<file path="src/rtl/pipe_pkg.sv">
// pipe_pkg: shared state encoding and default ID/EX payload layout for pipe_stage
package pipe_pkg;
    typedef enum logic [1:0] {EMPTY, FULL, FULL_SKID} state_t;
    localparam int ALUOP_W = 8;
    localparam int ALUSEL_W = 3;
    localparam int REG_W = 32;
    localparam int WD_W = 5;
    localparam int WREG_W = 1;
    localparam int WREG_OFF = 0;
    localparam int WD_OFF = WREG_OFF + WREG_W;
    localparam int REG2_OFF = WD_OFF + WD_W;
    localparam int REG1_OFF = REG2_OFF + REG_W;
    localparam int ALUSEL_OFF = REG1_OFF + REG_W;
    localparam int ALUOP_OFF = ALUSEL_OFF + ALUSEL_W;
    localparam int PAYLOAD_W = ALUOP_OFF + ALUOP_W;
    localparam logic [PAYLOAD_W-1:0] NOP_PAYLOAD = '0;
endpackage

</file>
<file path="src/rtl/sat_cnt.sv">
// sat_cnt: saturating up-counter with synchronous clear
module sat_cnt #(
    parameter int CNT_W = 16
) (
    input  logic             clk,
    input  logic             rst,
    input  logic             clr,
    input  logic             inc,
    output logic [CNT_W-1:0] q
);
    // clear wins over increment; the count sticks at all-ones
    always_ff @(posedge clk or posedge rst)
        if (rst) q <= '0;
        else if (clr) q <= '0;
        else if (inc && !(&q)) q <= q + CNT_W'(1);
endmodule

</file>
<file path="src/rtl/pipe_stage.sv">
// pipe_stage: valid/ready pipeline register with optional skid, flush and perf counters
module pipe_stage
    import pipe_pkg::*;
#(
    parameter int DATA_W = PAYLOAD_W,
    parameter bit SKID = 1'b1,
    parameter int CNT_W = 16,
    parameter logic [DATA_W-1:0] NOP_VAL = DATA_W'(NOP_PAYLOAD)
) (
    input  logic              clk,
    input  logic              rst,
    input  logic              in_valid,
    output logic              in_ready,
    input  logic [DATA_W-1:0] in_data,
    output logic              out_valid,
    input  logic              out_ready,
    output logic [DATA_W-1:0] out_data,
    input  logic              flush,
    input  logic              cnt_clr,
    output logic [CNT_W-1:0]  cnt_stall,
    output logic [CNT_W-1:0]  cnt_bubble
);
    state_t state, state_nx;
    logic [DATA_W-1:0] main_q, main_nx, skid_q;
    logic in_fire, out_fire;

    assign out_valid = state != EMPTY;
    assign out_data = out_valid ? main_q : NOP_VAL;
    assign in_fire = in_valid & in_ready;
    assign out_fire = out_valid & out_ready;

    generate
        if (SKID) begin : g_skid
            assign in_ready = (state != FULL_SKID) & !rst;
            // skid catches the one beat that arrives while the output is blocked
            always_ff @(posedge clk or posedge rst)
                if (rst) skid_q <= NOP_VAL;
                else if (flush) skid_q <= NOP_VAL;
                else if (state == FULL && in_fire && !out_fire) skid_q <= in_data;
        end else begin : g_noskid
            assign in_ready = (out_ready | !out_valid) & !rst;
            assign skid_q = NOP_VAL;
        end
    endgenerate

    // next state and main payload; flush overrides every handshake event
    always_comb begin
        state_nx = state;
        main_nx = main_q;
        if (flush) begin
            state_nx = EMPTY;
            main_nx = NOP_VAL;
        end else begin
            case (state)
                EMPTY: if (in_fire) begin
                    state_nx = FULL;
                    main_nx = in_data;
                end
                FULL: if (in_fire && out_fire) main_nx = in_data;
                    else if (in_fire) state_nx = FULL_SKID;
                    else if (out_fire) state_nx = EMPTY;
                FULL_SKID: if (out_fire) begin
                    state_nx = FULL;
                    main_nx = skid_q;
                end
                default: state_nx = EMPTY;
            endcase
        end
    end

    // state and main payload registers
    always_ff @(posedge clk or posedge rst)
        if (rst) begin
            state <= EMPTY;
            main_q <= NOP_VAL;
        end else begin
            state <= state_nx;
            main_q <= main_nx;
        end

    sat_cnt #(.CNT_W(CNT_W)) u_stall (
        .clk(clk), .rst(rst), .clr(cnt_clr), .inc(out_valid & !out_ready), .q(cnt_stall)
    );

    sat_cnt #(.CNT_W(CNT_W)) u_bubble (
        .clk(clk), .rst(rst), .clr(cnt_clr), .inc(!out_valid & !rst), .q(cnt_bubble)
    );
endmodule

</file>
<file path="config.mk">
export PLATFORM = sky130hd
export DESIGN_NAME = pipe_stage
export DESIGN_NICKNAME = d
export VERILOG_FILES = /design/src/rtl/pipe_pkg.sv /design/src/rtl/sat_cnt.sv /design/src/rtl/pipe_stage.sv
export SDC_FILE = /design/constraint.sdc
export NUM_CORES = 1
export LEC_CHECK = 0
export ABC_AREA = 0
export CORE_MARGIN = 3
export CORE_UTILIZATION = 56
export DETAILED_ROUTE_END_ITERATION = 7
export MAX_ROUTING_LAYER = met4
export PLACE_DENSITY = 0.95
export SKIP_CTS_REPAIR_TIMING = 1
export SLEW_MARGIN = 0
export SYNTH_ARGS = -nofsm -noshare
export SYNTH_HDL_FRONTEND = slang
export SYNTH_SLANG_ARGS = --single-unit
</file>
<file path="constraint.sdc">
create_clock -name clk -period 18.65 [get_ports clk]
set_clock_uncertainty 0.15 [all_clocks]
set_input_delay 3.73 -clock clk [delete_from_list [all_inputs] [get_ports clk]]
set_output_delay 3.73 -clock clk [all_outputs]
set_load 0.03 [all_outputs]
</file>
==> results.json <==
{
  "boundaryPins": 202,
  "status": "finished, final reports clean",
  "drtIter0Drc": 792,
  "place.port_buffers": 201,
  "grt_pass1_vias": 8435,
  "die-height_um": 138,
  "synth-simple-area-share_pct": 23.2,
  "synth_nets": 1179,
  "yosysTopAreaCellShare_pct": 50.4,
  "yosysTopAreaCell": "dfrtp_1",
  "tns_ps": 0,
  "hold_viol": 0,
  "relSlewSlack_pct": 20.3,
  "critical_path_class": "in2out",
  "slew_violations": 0,
  "yosys_warnings": 0,
  "clock_path_buffers": 2,
  "cpMaxStageDelayCell": "clkdlybuf4s50_1",
  "rows": 47,
  "post-synth-top-count-cell": "nand2_1",
  "grt_max_degree": 117,
  "antenna_left": 0,
  "rsz0062_at_grt": "no",
  "cp-end-kind": "output port",
  "cts_root_buf": "clkbuf_16",
  "drive_above_1_share_pct": 10.5,
  "die_w_um": 138,
  "final_util_pct": 73.5,
  "required_ps": 14770,
  "fin_nets": 1329,
  "cts_tree": "done",
  "synth_compound_area_share_pct": 12.2,
  "max_stage_delay_ps": 690,
  "peakVddDrop_uv": 65.6,
  "cellLeakagePower_nw": 5.22,
  "fmax_ghz": 0.110,
  "drv_cap": 0,
  "wl_per_cell_um": 17.5,
  "drc": 0,
  "track_usage_pct": 27.9,
  "clock_latency_ps": 430,
  "gp_congestion": 0.866,
  "vias_per_cell": 5.87,
  "ys_ff_latch": 196,
  "htreeDepth": 4,
  "synthDistinctLibCells": 43,
  "cts_buffers": 17,
  "antenna_found_initial": 1,
  "num_vias": 8647,
  "synth-adder-area-share_pct": 0.257,
  "areaGrowthSynthToFinish_pct": 27.1,
  "synth-xor-area-share_pct": 0.0900,
  "nFillCells": 1147,
  "finalSetupViolCount": 0,
  "totalWireLength_um": 25800,
  "worstSetupStartpointType": "input port",
  "drtPass1Iterations": 5,
  "cpMostUsedCell": "clkdlybuf4s50_1",
  "synth.cell_area_um2": 9730,
  "synth.avg_cell_area_um2": 8.92,
  "period_minus_slack_ps": 9090,
  "core_um2": 16800,
  "grt.overflow.total": 0,
  "synthCells": 1090,
  "grt_first_pass_wirelength_um": 41300,
  "synthMuxAreaShare_pct": 10.3,
  "async_reset_ff_share_pct": 100,
  "synth-main-ff-cell": "dfrtp_1",
  "dieArea_um2": 19000,
  "holdCritPathClass": "reg2reg",
  "cts_num_sinks": 196,
  "tightest_slew_ps": 1200,
  "place_hpwl_um": 16100,
  "pwr_density_cell_nw_per_um2": 76.5,
  "synthTopCellsByArea": "dfrtp_1 (50%), nand2_1 (13%), a21oi_1 (9.3%), mux2_2 (9.0%), and2_1 (5.3%)",
  "min_period_over_period_pct": 48.7,
  "start_util_pct": 57.8,
  "worstPathMaxFanout": 6,
  "yosysSeqAreaShare_pct": 50.4,
  "synth_top_family_by_area": "simple AND/OR/NAND/NOR gates",
  "yosys-top-cells-count": "nand2_1 (339), dfrtp_1 (196), a21oi_1 (181)",
  "synth_edf_count": 0,
  "path_cells": "clkdlybuf4s50_1 -> nor2_1 -> clkdlybuf4s50_1",
  "path_clk_slew_ps": 70,
  "cp.arrival_ps": 5210
}
## critical path, delay by kind of cell
kind                   cells  cell delay (ps)
buffers and inverters      2             1300
and+or+nand+nor            1              180
## area by class of cell
| cell class | count | area (um2) | area share, % |
|---|---|---|---|
| diodes | 1 | 2.50 | 0.0202 |
| clock buffers | 18 | 439 | 3.55 |
| clock inverters | 14 | 141 | 1.14 |
| inverters | 8 | 37.5 | 0.304 |
| multi-input cells | 808 | 4490 | 36.3 |
| flip-flops and latches | 196 | 4900 | 39.7 |
| well taps | 220 | 275 | 2.23 |
| repair buffers | 209 | 2070 | 16.7 |
## cell families after synthesis
| family | after synthesis |
|---|---|
| simple gates | 498 |
| compound gates | 218 |
| flops | 196 |
| mux | 89 |
| buf+inv | 86 |
| fa+ha+maj | 2 |
| xor+xnor | 1 |
## final timing paths
check	start	slack, ps	depth (start not counted)	end
worst max-delay path	rst	9560	3	in_ready
worst min-delay path	main_q[69]	340	1	main_q[69]
min in group asynchronous	rst	3890	2	u_stall.q[12]
max in group asynchronous	rst	12870	3	state[1]
worst min register to register	main_q[69]	340	1	main_q[69]
worst max register to register	state[1]	15410	5	main_q[33]
## cell usage in the layout, fill, tap and decap left out, types with 7 or more instances in the layout
cell,count
nor2_1,16
or3_1,9
mux2_2,78
nand2_1,338
mux2_1,7
clkbuf_16,17
and2_1,81
o41ai_1,7
clkdlybuf4s50_1,200
nand4_1,10
nand3_1,8
o21ai_0,12
buf_4,9
a21oi_1,181
or4_1,10
dfrtp_1,196
## per-layer routing
| metal | global-route usage (%) | part of all wire, % |
|---|---|---|
| met1 | 36.2 | 40 |
| met2 | 43.6 | 50 |
| met3 | 5.19 | 7.1 |
| met4 | 11.6 | 3.0 |
| met5 | - | 0 |
## state kept, by name (all words and copies together) (netlist names)
register	cells
main_q	81
u_stall.q	16
skid_q	81
u_bubble.q	16
state	2
## where the power goes
part           switching, mW  total, mW  internal, mW
Combinational         0.0702      0.129        0.0584
Sequential            0.0116      0.457         0.445
Clock                  0.178      0.360         0.182
## through the flow
| stage | cell area (um2) | setup WS, ps | hold slack [ps] | cells | total power [mW] |
|---|---|---|---|---|---|
| 4_1_cts | 12400 | 9560 | 335 | 1473 | 0.950 |
| 3_3_place_gp | 11800 | 9580 | 309 | 1441 | 0.588 |
| 2_1_floorplan | 9730 | 9430 | 299 | 1090 | 0.538 |
| 6_report | 12400 | 9560 | 336 | 1474 | 0.945 |
| 3_5_place_dp | 11800 | 9570 | 318 | 1441 | 0.593 |
| 5_1_grt | 12400 | 9530 | 355 | 1474 | 0.980 |
(Power assumes the default switching activity.)
